--- src/rtl/tx_framer_if.sv ---
// Buffer-side handshake and serial transmit signals of the transmit framer.
// The framer side uses the master modport; the buffer/line side uses slave.
interface tx_framer_if;
    logic       input_ready;
    logic [7:0] fifo_data;
    logic       read_req;
    logic       tx_data;
    logic       tx_en;
    logic       busy;
    logic       frame_done;

    modport master (
        input  input_ready,
        input  fifo_data,
        output read_req,
        output tx_data,
        output tx_en,
        output busy,
        output frame_done
    );

    modport slave (
        output input_ready,
        output fifo_data,
        input  read_req,
        input  tx_data,
        input  tx_en,
        input  busy,
        input  frame_done
    );
endinterface

--- src/rtl/tx_framer.sv ---
// Transmit framer: pulls PAYLOAD_BYTES bytes from the input byte buffer and
// sends them as a serial frame (preamble, payload, check byte), MSB first,
// BIT_DIV read_clk cycles per bit, followed by GAP_BITS idle bit times.
// Optional feature macro TX_FRAMER_CRC8_EN: when defined the check byte is
// CRC-8 (poly 0x07, init 0x00); otherwise it is the XOR of the payload bytes.
module tx_framer #(
    parameter int         PAYLOAD_BYTES = 10,
    parameter logic [7:0] PREAMBLE      = 8'hA5,
    parameter int         BIT_DIV       = 4,
    parameter int         GAP_BITS      = 2
) (
    input  logic         read_clk,
    input  logic         arst,
    tx_framer_if.master  bus
);
    typedef enum logic [2:0] {
        ST_IDLE,
        ST_PREAMBLE,
        ST_PAYLOAD,
        ST_CHECK,
        ST_GAP
    } state_t;

    localparam logic [7:0]  DIV_LAST  = 8'(BIT_DIV - 1);
    localparam logic [7:0]  BYTE_LAST = 8'(PAYLOAD_BYTES - 1);
    localparam logic [15:0] GAP_LAST  = 16'(GAP_BITS * BIT_DIV - 1);

    state_t      state_reg, state_next;
    logic [7:0]  div_cnt_reg, div_cnt_next;
    logic [2:0]  bit_cnt_reg, bit_cnt_next;
    logic [7:0]  byte_cnt_reg, byte_cnt_next;
    logic [15:0] gap_cnt_reg, gap_cnt_next;
    logic [7:0]  shift_reg, shift_next;
    logic [7:0]  check_reg, check_next;
    logic [7:0]  next_byte_reg;
    logic        rd_pending_reg;

    logic        read_req_next;
    logic        frame_done_next;
    logic        tx_active;
    logic        bit_end;
    logic        byte_end;

    // Folds one payload byte into the check accumulator.
    function automatic logic [7:0] fold(input logic [7:0] acc, input logic [7:0] data);
        logic [7:0] c;
`ifdef TX_FRAMER_CRC8_EN
        c = acc ^ data;
        for (int i = 0; i < 8; i++) begin
            c = c[7] ? ({c[6:0], 1'b0} ^ 8'h07) : {c[6:0], 1'b0};
        end
`else
        c = acc ^ data;
`endif
        return c;
    endfunction

    assign bit_end  = (div_cnt_reg == DIV_LAST);
    assign byte_end = bit_end && (bit_cnt_reg == 3'd7);

    // Next-state, counter and output decode for the frame sequencer.
    always_comb begin
        state_next      = state_reg;
        div_cnt_next    = div_cnt_reg;
        bit_cnt_next    = bit_cnt_reg;
        byte_cnt_next   = byte_cnt_reg;
        gap_cnt_next    = gap_cnt_reg;
        shift_next      = shift_reg;
        check_next      = check_reg;
        read_req_next   = 1'b0;
        frame_done_next = 1'b0;
        tx_active       = 1'b0;

        case (state_reg)
            ST_IDLE: begin
                if (bus.input_ready) begin
                    state_next    = ST_PREAMBLE;
                    shift_next    = PREAMBLE;
                    check_next    = 8'h00;
                    bit_cnt_next  = 3'd0;
                    div_cnt_next  = 8'd0;
                    byte_cnt_next = 8'd0;
                end
            end

            ST_PREAMBLE, ST_PAYLOAD, ST_CHECK: begin
                tx_active = 1'b1;

                // Bit timing: hold each bit for BIT_DIV cycles, then shift.
                if (bit_end) begin
                    div_cnt_next = 8'd0;
                    bit_cnt_next = bit_cnt_reg + 3'd1;
                    shift_next   = {shift_reg[6:0], 1'b0};
                end else begin
                    div_cnt_next = div_cnt_reg + 8'd1;
                end

                // Prefetch the byte that follows the one now starting.
                if (div_cnt_reg == 8'd0 && bit_cnt_reg == 3'd0 &&
                    (state_reg == ST_PREAMBLE ||
                     (state_reg == ST_PAYLOAD && byte_cnt_reg != BYTE_LAST))) begin
                    read_req_next = 1'b1;
                end

                // Byte boundary: load the next byte on the same edge.
                if (byte_end) begin
                    case (state_reg)
                        ST_PREAMBLE: begin
                            state_next    = ST_PAYLOAD;
                            shift_next    = next_byte_reg;
                            check_next    = fold(check_reg, next_byte_reg);
                            byte_cnt_next = 8'd0;
                        end
                        ST_PAYLOAD: begin
                            if (byte_cnt_reg == BYTE_LAST) begin
                                state_next = ST_CHECK;
                                shift_next = check_reg;
                            end else begin
                                shift_next    = next_byte_reg;
                                check_next    = fold(check_reg, next_byte_reg);
                                byte_cnt_next = byte_cnt_reg + 8'd1;
                            end
                        end
                        default: begin
                            frame_done_next = 1'b1;
                            shift_next      = 8'h00;
                            gap_cnt_next    = 16'd0;
                            state_next      = (GAP_BITS == 0) ? ST_IDLE : ST_GAP;
                        end
                    endcase
                end
            end

            ST_GAP: begin
                // A waiting buffer starts the next frame right at gap end so
                // back-to-back frames keep busy high without an idle cycle.
                if (gap_cnt_reg == GAP_LAST) begin
                    if (bus.input_ready) begin
                        state_next    = ST_PREAMBLE;
                        shift_next    = PREAMBLE;
                        check_next    = 8'h00;
                        bit_cnt_next  = 3'd0;
                        div_cnt_next  = 8'd0;
                        byte_cnt_next = 8'd0;
                    end else begin
                        state_next = ST_IDLE;
                    end
                end else begin
                    gap_cnt_next = gap_cnt_reg + 16'd1;
                end
            end

            default: state_next = ST_IDLE;
        endcase
    end

    // State and datapath registers; buffer data is captured the cycle after
    // it becomes valid (one cycle after the read strobe).
    always_ff @(posedge read_clk or negedge arst) begin
        if (!arst) begin
            state_reg      <= ST_IDLE;
            div_cnt_reg    <= 8'd0;
            bit_cnt_reg    <= 3'd0;
            byte_cnt_reg   <= 8'd0;
            gap_cnt_reg    <= 16'd0;
            shift_reg      <= 8'h00;
            check_reg      <= 8'h00;
            next_byte_reg  <= 8'h00;
            rd_pending_reg <= 1'b0;
        end else begin
            state_reg      <= state_next;
            div_cnt_reg    <= div_cnt_next;
            bit_cnt_reg    <= bit_cnt_next;
            byte_cnt_reg   <= byte_cnt_next;
            gap_cnt_reg    <= gap_cnt_next;
            shift_reg      <= shift_next;
            check_reg      <= check_next;
            rd_pending_reg <= read_req_next;
            if (rd_pending_reg) begin
                next_byte_reg <= bus.fifo_data;
            end
        end
    end

    // Outputs decode from registered state, so reset clears them at once.
    assign bus.read_req   = read_req_next;
    assign bus.frame_done = frame_done_next;
    assign bus.tx_en      = tx_active;
    assign bus.tx_data    = tx_active & shift_reg[7];
    assign bus.busy       = (state_reg != ST_IDLE);

endmodule

--- src/flat_wrapper.sv ---
// flat-port wrapper written by rule: the top's interface ports become plain ports
module tx_framer_flat 
#(
    parameter int         PAYLOAD_BYTES = 10,
    parameter logic [7:0] PREAMBLE      = 8'hA5,
    parameter int         BIT_DIV       = 4,
    parameter int         GAP_BITS      = 2
)
  (read_clk, arst, bus_input_ready, bus_fifo_data, bus_read_req, bus_tx_data, bus_tx_en, bus_busy, bus_frame_done);
  tx_framer_if bus_i ();
  input  logic read_clk;
  input  logic arst;
  input wire logic [$bits(bus_i.input_ready)-1:0] bus_input_ready;
  input wire logic [$bits(bus_i.fifo_data)-1:0] bus_fifo_data;
  output wire logic [$bits(bus_i.read_req)-1:0] bus_read_req;
  output wire logic [$bits(bus_i.tx_data)-1:0] bus_tx_data;
  output wire logic [$bits(bus_i.tx_en)-1:0] bus_tx_en;
  output wire logic [$bits(bus_i.busy)-1:0] bus_busy;
  output wire logic [$bits(bus_i.frame_done)-1:0] bus_frame_done;
  assign bus_i.input_ready = bus_input_ready;
  assign bus_i.fifo_data = bus_fifo_data;
  assign bus_read_req = bus_i.read_req;
  assign bus_tx_data = bus_i.tx_data;
  assign bus_tx_en = bus_i.tx_en;
  assign bus_busy = bus_i.busy;
  assign bus_frame_done = bus_i.frame_done;
  tx_framer #(.PAYLOAD_BYTES(PAYLOAD_BYTES), .PREAMBLE(PREAMBLE), .BIT_DIV(BIT_DIV), .GAP_BITS(GAP_BITS)) u_core (.read_clk(read_clk), .arst(arst), .bus(bus_i));
endmodule
--- config.mk ---
export PLATFORM = sky130hd
export DESIGN_NAME = tx_framer_flat
export DESIGN_NICKNAME = d
export VERILOG_FILES = /design/src/rtl/tx_framer_if.sv /design/src/rtl/tx_framer.sv /design/src/flat_wrapper.sv
export SDC_FILE = /design/constraint.sdc
export NUM_CORES = 1
export LEC_CHECK = 0
export CAP_MARGIN = 20
export CORE_MARGIN = 8
export CORE_UTILIZATION = 40
export CTS_BUF_LIST = sky130_fd_sc_hd__clkbuf_2
export DETAILED_ROUTE_END_ITERATION = 6
export GPL_TIMING_DRIVEN = 0
export SLEW_MARGIN = 20
export SYNTH_ARGS = -nofsm -noshare
export SYNTH_HDL_FRONTEND = slang
export SYNTH_SLANG_ARGS = --single-unit
--- constraint.sdc ---
create_clock -name read_clk -period 3.4 [get_ports read_clk]
set_input_delay 0.51 -clock read_clk [delete_from_list [all_inputs] [get_ports read_clk]]
set_output_delay 0.51 -clock read_clk [all_outputs]
set_load 0.05 [all_outputs]
After elaboration in Yosys (flattened, before gate mapping)
Cells that the tools add are included.

Bits in registers: 63. Input port bits: 11. Output and inout port bits: 5. Word-level logic and storage cells: 97.

Add/sub/neg operators: 4. Equality and inequality tests: 19. Multiplexer cells: 44. Bitwise operators: 2. Reduce and logical (&&, ||, !) cells: 19.

Operators by type and width (count): 8-bit two-way mux (16); 8-bit one-hot mux with 3 select lines (4); 16-bit two-way mux (3); 8-bit one-hot mux with 2 select lines (3); 16-bit one-hot mux with 2 select lines (1); 3-bit two-way mux (7); 3-bit one-hot mux with 3 select lines (2); 16-bit by 1-bit adder with 16-bit output, second input constant (1); 8-bit by 1-bit adder with 8-bit output, second input constant (2); 16-bit by 3-bit equality test with 1-bit output, second input constant (1); 8-bit by 2-bit equality test with 1-bit output, second input constant (1); 8-bit by 4-bit equality test with 1-bit output, second input constant (1); 8-bit zero test (1); 8-bit by 4-bit != test with 1-bit output, second input constant (1); 4-bit AND reduction (2); 8-bit bitwise XOR (1); 1-bit two-way mux (7); 3-bit by 2-bit equality test with 1-bit output, second input constant (2); 3-bit equality test, second input constant (2); 3-bit zero test (2); 2-bit by 1-bit != test with 1-bit output, second input constant (3); 2-bit != test, second input constant (3); 3-bit by 1-bit != test with 1-bit output, second input constant (2); 3-bit != test, second input constant (2); 13 further kinds (18).

Depth between registers and ports, before layout
Word-level depth: 6. Gate-level depth with buffers: 9. Mapped depth without buffers: 8.

Least setup slack after synthesis
No wires, ideal clock.

Path kind: register -> output. From: register u_core.bit_cnt_reg[0]. To: output port bus_frame_done. Arrival time: 1.980 ns. Data required time: 2.890 ns. Path slack: 0.910 ns. Stages on the path, launching flop included: 7. Path buffers: 1. Cells stage by stage: dfrtp_1 -> ha_1 -> ha_1 -> nor4bb_1 -> nand3_1 -> inv_2 -> clkbuf_1.

Word-level cells in the longest chain between the ends: 4.

RTL lines: start: declaration (RTL line tx_framer.sv:30) `logic [2:0] bit_cnt_reg, bit_cnt_next;`; start signal: assignment (RTL line tx_framer.sv:173) `bit_cnt_reg <= bit_cnt_next;`; 3-bit equality test (RTL line tx_framer.sv:59) `assign byte_end = bit_end && (bit_cnt_reg == 3'd7);`; 1-bit logical AND (RTL line tx_framer.sv:59); 1-bit two-way mux (RTL line tx_framer.sv:106) `if (byte_end) begin`; 1-bit two-way mux (RTL line tx_framer.sv:74) `case (state_reg)`; end: declaration (RTL line flat_wrapper.sv:19) `output wire logic [$bits(bus_i.frame_done)-1:0] bus_frame_done;`.

No other way between the ends.

Worst setup path after layout
From: register u_core.state_reg[2]. To: output port bus_tx_data.

Word-level cells in the longest chain between the ends: 4. Elaborated cells between the ends (all ways): 6. Those cells by class: eq/ne: 3; mux: 1; bitwise: 1; reduce/logical: 1.

RTL lines: start: declaration (RTL line tx_framer.sv:28) `state_t state_reg, state_next;`; start signal: assignment (RTL line tx_framer.sv:171) `state_reg <= state_next;`; 3-bit by 2-bit equality test with 1-bit output or 3-bit by 1-bit equality test with 1-bit output (tied branches) (RTL line tx_framer.sv:74); 3-bit OR reduction * (RTL line tx_framer.sv:74); 1-bit two-way mux * (RTL line tx_framer.sv:74); 1-bit AND * (RTL line tx_framer.sv:189) `assign bus.tx_data = tx_active & shift_reg[7];`; end: declaration (RTL line flat_wrapper.sv:16) `output wire logic [$bits(bus_i.tx_data)-1:0] bus_tx_data;`.

Every way passes the cells marked *; elsewhere a longest branch is shown, timed or not.

==> run metrics <==
outcome finished, final reports clean; Post-synth EDFFs 0; Worst EP arrival 2.69 ns; Largest delay share family, worst path buffers and inverters; multi-input logic area 1710 um2; htree depth 3; DR iter-0 viols approximately 140; largest net degree at the start of global routing 37; HPWL Detailed 5230 um; final-report setup violation count 0; starting density of the core 41.3%; Tmin final about 3.2 ns; period utilization between 90% and 100%; vias in the first global route 2796; Crit-path slowest cell dlygate4sd2_1; Final Non-Filler Cells 480; RR Startpoint u_core.bit_cnt_reg[0]; Die X 108 um; DR WL/cell 15.3 um; nets@finish 389; num ports 16; GP Congestion 0.818; die area 11700 um2; Largest register FFs 16; Worst VDD drop around 0.31 mV; startpoint types flop; Post-DRT Antenna Nets 0; TritonRoute pass-1 iters 4; Max Fclk around 310 MHz; FF+latch area 1580 um2; Post-synth ARST share 100%; Crit. End Element output port; Vias 2721; row count 33; CTS buffer count 9; Psw between 0.0006 and 0.0007 W; root buffer cell clkbuf_2; Fin. Hold Viols 0; Worst EP required 2.89 ns; R2R depth 9; Mapped Area 3410 um2; first-pass GRT wire length between 10000 and 15000 um; Power Density 556 nW/um2; Fillers roughly 820; routed wl met2 between 3000 and 4000 um; Synth Instances 343; core area roughly 8300 um2; Synth Net Count approximately 360; Most used DFF post-synth dfrtp_1; Critical Path Fanout Max 10; share of cells above drive strength 1 between 10% and 20%; worst flop-to-flop path endpoint u_core.gap_cnt_reg[11]; min-delay worst type primary input to asynchronous set/reset pin; Overflow after GRT 0; DRC 0; leak pwr about 1.6 nW; Core Util, Final 46.5%; CTS tree done; uppermost layer routed met4; initial antenna violation count 0; most common cell after layout, fill and taps aside dfrtp_1; Total Power 0.00213 W; Post-Route WL around 7400 um; Max clock buf depth 2; Rel. slew slack between 40% and 50%; clock share of power 23.9%; measured slew at the worst slew-check pin 0.769 ns; critical path's largest stage delay ~0.53 ns; clk_lat worst skew 0.50 ns; Ys Warns 0; max-slew violation count 0; clk sinks between 60 and 70; antenna cells 0; Seq cells post-synth 63; Hold WS 0.434 ns; max cap viols 0; Met1 Routed Length ~3500 um; Seq pwr share 50.3%; number of library cell types mapped by synthesis 58; CP bufs+invs 4; Int Power 0.00144 W; register area share after synthesis a little under half; worst setup path class flop to output port; Die H 108 um; Gate power share 25.7%; Via density 5.67; Synth Area per Inst 9.94 um2; PortBufs 15; Max Clock Skew 0.0212 ns; Global Route Usage Sum 13.9%; Switching Fraction 32.7%; Post-Place Cells 464; WL met3 about 270 um; crit path cell chain clkbuf_2, o21bai_1, inv_1, clkbuf_1, and2_1, dlygate4sd2_1; Clock Pin Slew Worst Setup and Hold Paths 0.17 ns; area delta synth->final 12.7%; reg2reg setup slack between 0.5 and 0.6 ns; commonest cells after routing, fill and taps aside dfrtp_1 (63), a21oi_1 (24), nor2_1 (23), nand2_1 (21), o21ai_0 (16); RSZ-0062 raised after global routing no
cell type report:
class / count / area share (%)
timing repair buffer: 17 / 4.56
clock buffer: 11 / 1.43
buffer: 13 / 1.56
tap: 105 / 3.42
sequential: 63 / 41.0
inverter: 15 / 1.53
multi-input combinational: 251 / 44.6
clock inverter: 5 / 1.89
Yosys cell counts (2+ instances only):
cell       number  area share, %
dfrtp_1        63             46
a21oi_1        24            3.5
nor2_1         23            2.5
nand2_1        21            2.3
o21ai_0        16            2.3
nand3_1        15            2.2
inv_1          14            1.5
clkbuf_1       10            1.1
mux2_2         10            3.3
nor3_1          9            1.3
and3_1          8            1.5
ha_1            8            2.9
nor2b_1         8            1.5
nor3b_1         8            1.8
o31ai_1         8            1.8
a221o_1         7            2.1
a221oi_1        6            1.5
o21a_1          6            1.3
or4_1           6            1.3
xnor2_1         6            1.5
mux2i_1         5            1.5
a31oi_1         4           0.73
nand4_1         4           0.73
xor2_1          4            1.0
a41oi_1         3           0.77
and4_1          3           0.77
nor4_1          3           0.55
o2bb2ai_1       3           0.77
or2_2           3           0.55
buf_2           2           0.29
nand2b_1        2           0.37
nor4b_1         2           0.51
nor4bb_1        2           0.59
o211ai_1        2           0.44
o22ai_1         2           0.37
how the worst max path moves through the flow:
| stage | from | endpoint | slack, ns | cells after the start |
|---|---|---|---|---|
| after global routing | u_core.state_reg[2] | bus_tx_data | 0.004 | 6 |
| after CTS | u_core.bit_cnt_reg[0] | bus_frame_done | 0.1 | 6 |
| after detailed placement | u_core.bit_cnt_reg[0] | bus_frame_done | -0.04 | 7 |
| final | u_core.state_reg[2] | bus_tx_data | 0.20 | 6 |
| after floorplan | u_core.bit_cnt_reg[0] | bus_frame_done | 0.91 | 6 |
| after global placement | arst | u_core.next_byte_reg[4] | -0.39 | 1 |
kinds of logic after synthesis:
logic type	share of synthesized area (%)
multiplexers	4.77
flip-flops	46.3
adder cells (fa/ha/maj)	2.94
AND/OR/NAND/NOR	21.0
buffers and inverters	3.52
AO/OA/AOI/OAI	18.9
XOR/XNOR	2.57
power by group through the flow:
stage          Clock, W  Combinational [W]  Sequential [W]
2_1_floorplan         0           0.000435         0.00104
3_3_place_gp          0           0.000540         0.00108
3_5_place_dp          0           0.000558         0.00109
4_1_cts        0.000533           0.000555         0.00107
5_1_grt        0.000559           0.000625         0.00110
6_report       0.000511           0.000549         0.00107
routing by layer:
metal	vias to the layer above	global-route usage, %
li1	1345	-
met1	1315	18.2
met2	49	21.6
met3	12	2.97
met4	0	6.16
met5	-	0
what timing repair did:
| item | in CTS | in global routing |
|---|---|---|
| endpoints found under the setup margin | 4 | 1 |
| hold buffers | 1 | 0 |
| setup buffers | 0 | 0 |
| gates resized for setup | 6 | 1 |
| endpoints found under the hold margin | 27 | 0 |
| pin swaps | 0 | 0 |
stage by stage:
step / area (um2) / worst slack [ns] / setup TNS, ns
2_1_floorplan: 3410 / 0.910 / 0
3_3_place_gp: 3690 / -0.387 / -24.04
3_5_place_dp: 3710 / -0.0416 / -0.0416
4_1_cts: 3840 / 0.0999 / 0
5_1_grt: 3840 / 0.00366 / 0
6_report: 3840 / 0.196 / 0
No activity file was read; power rests on OpenSTA's default activity.
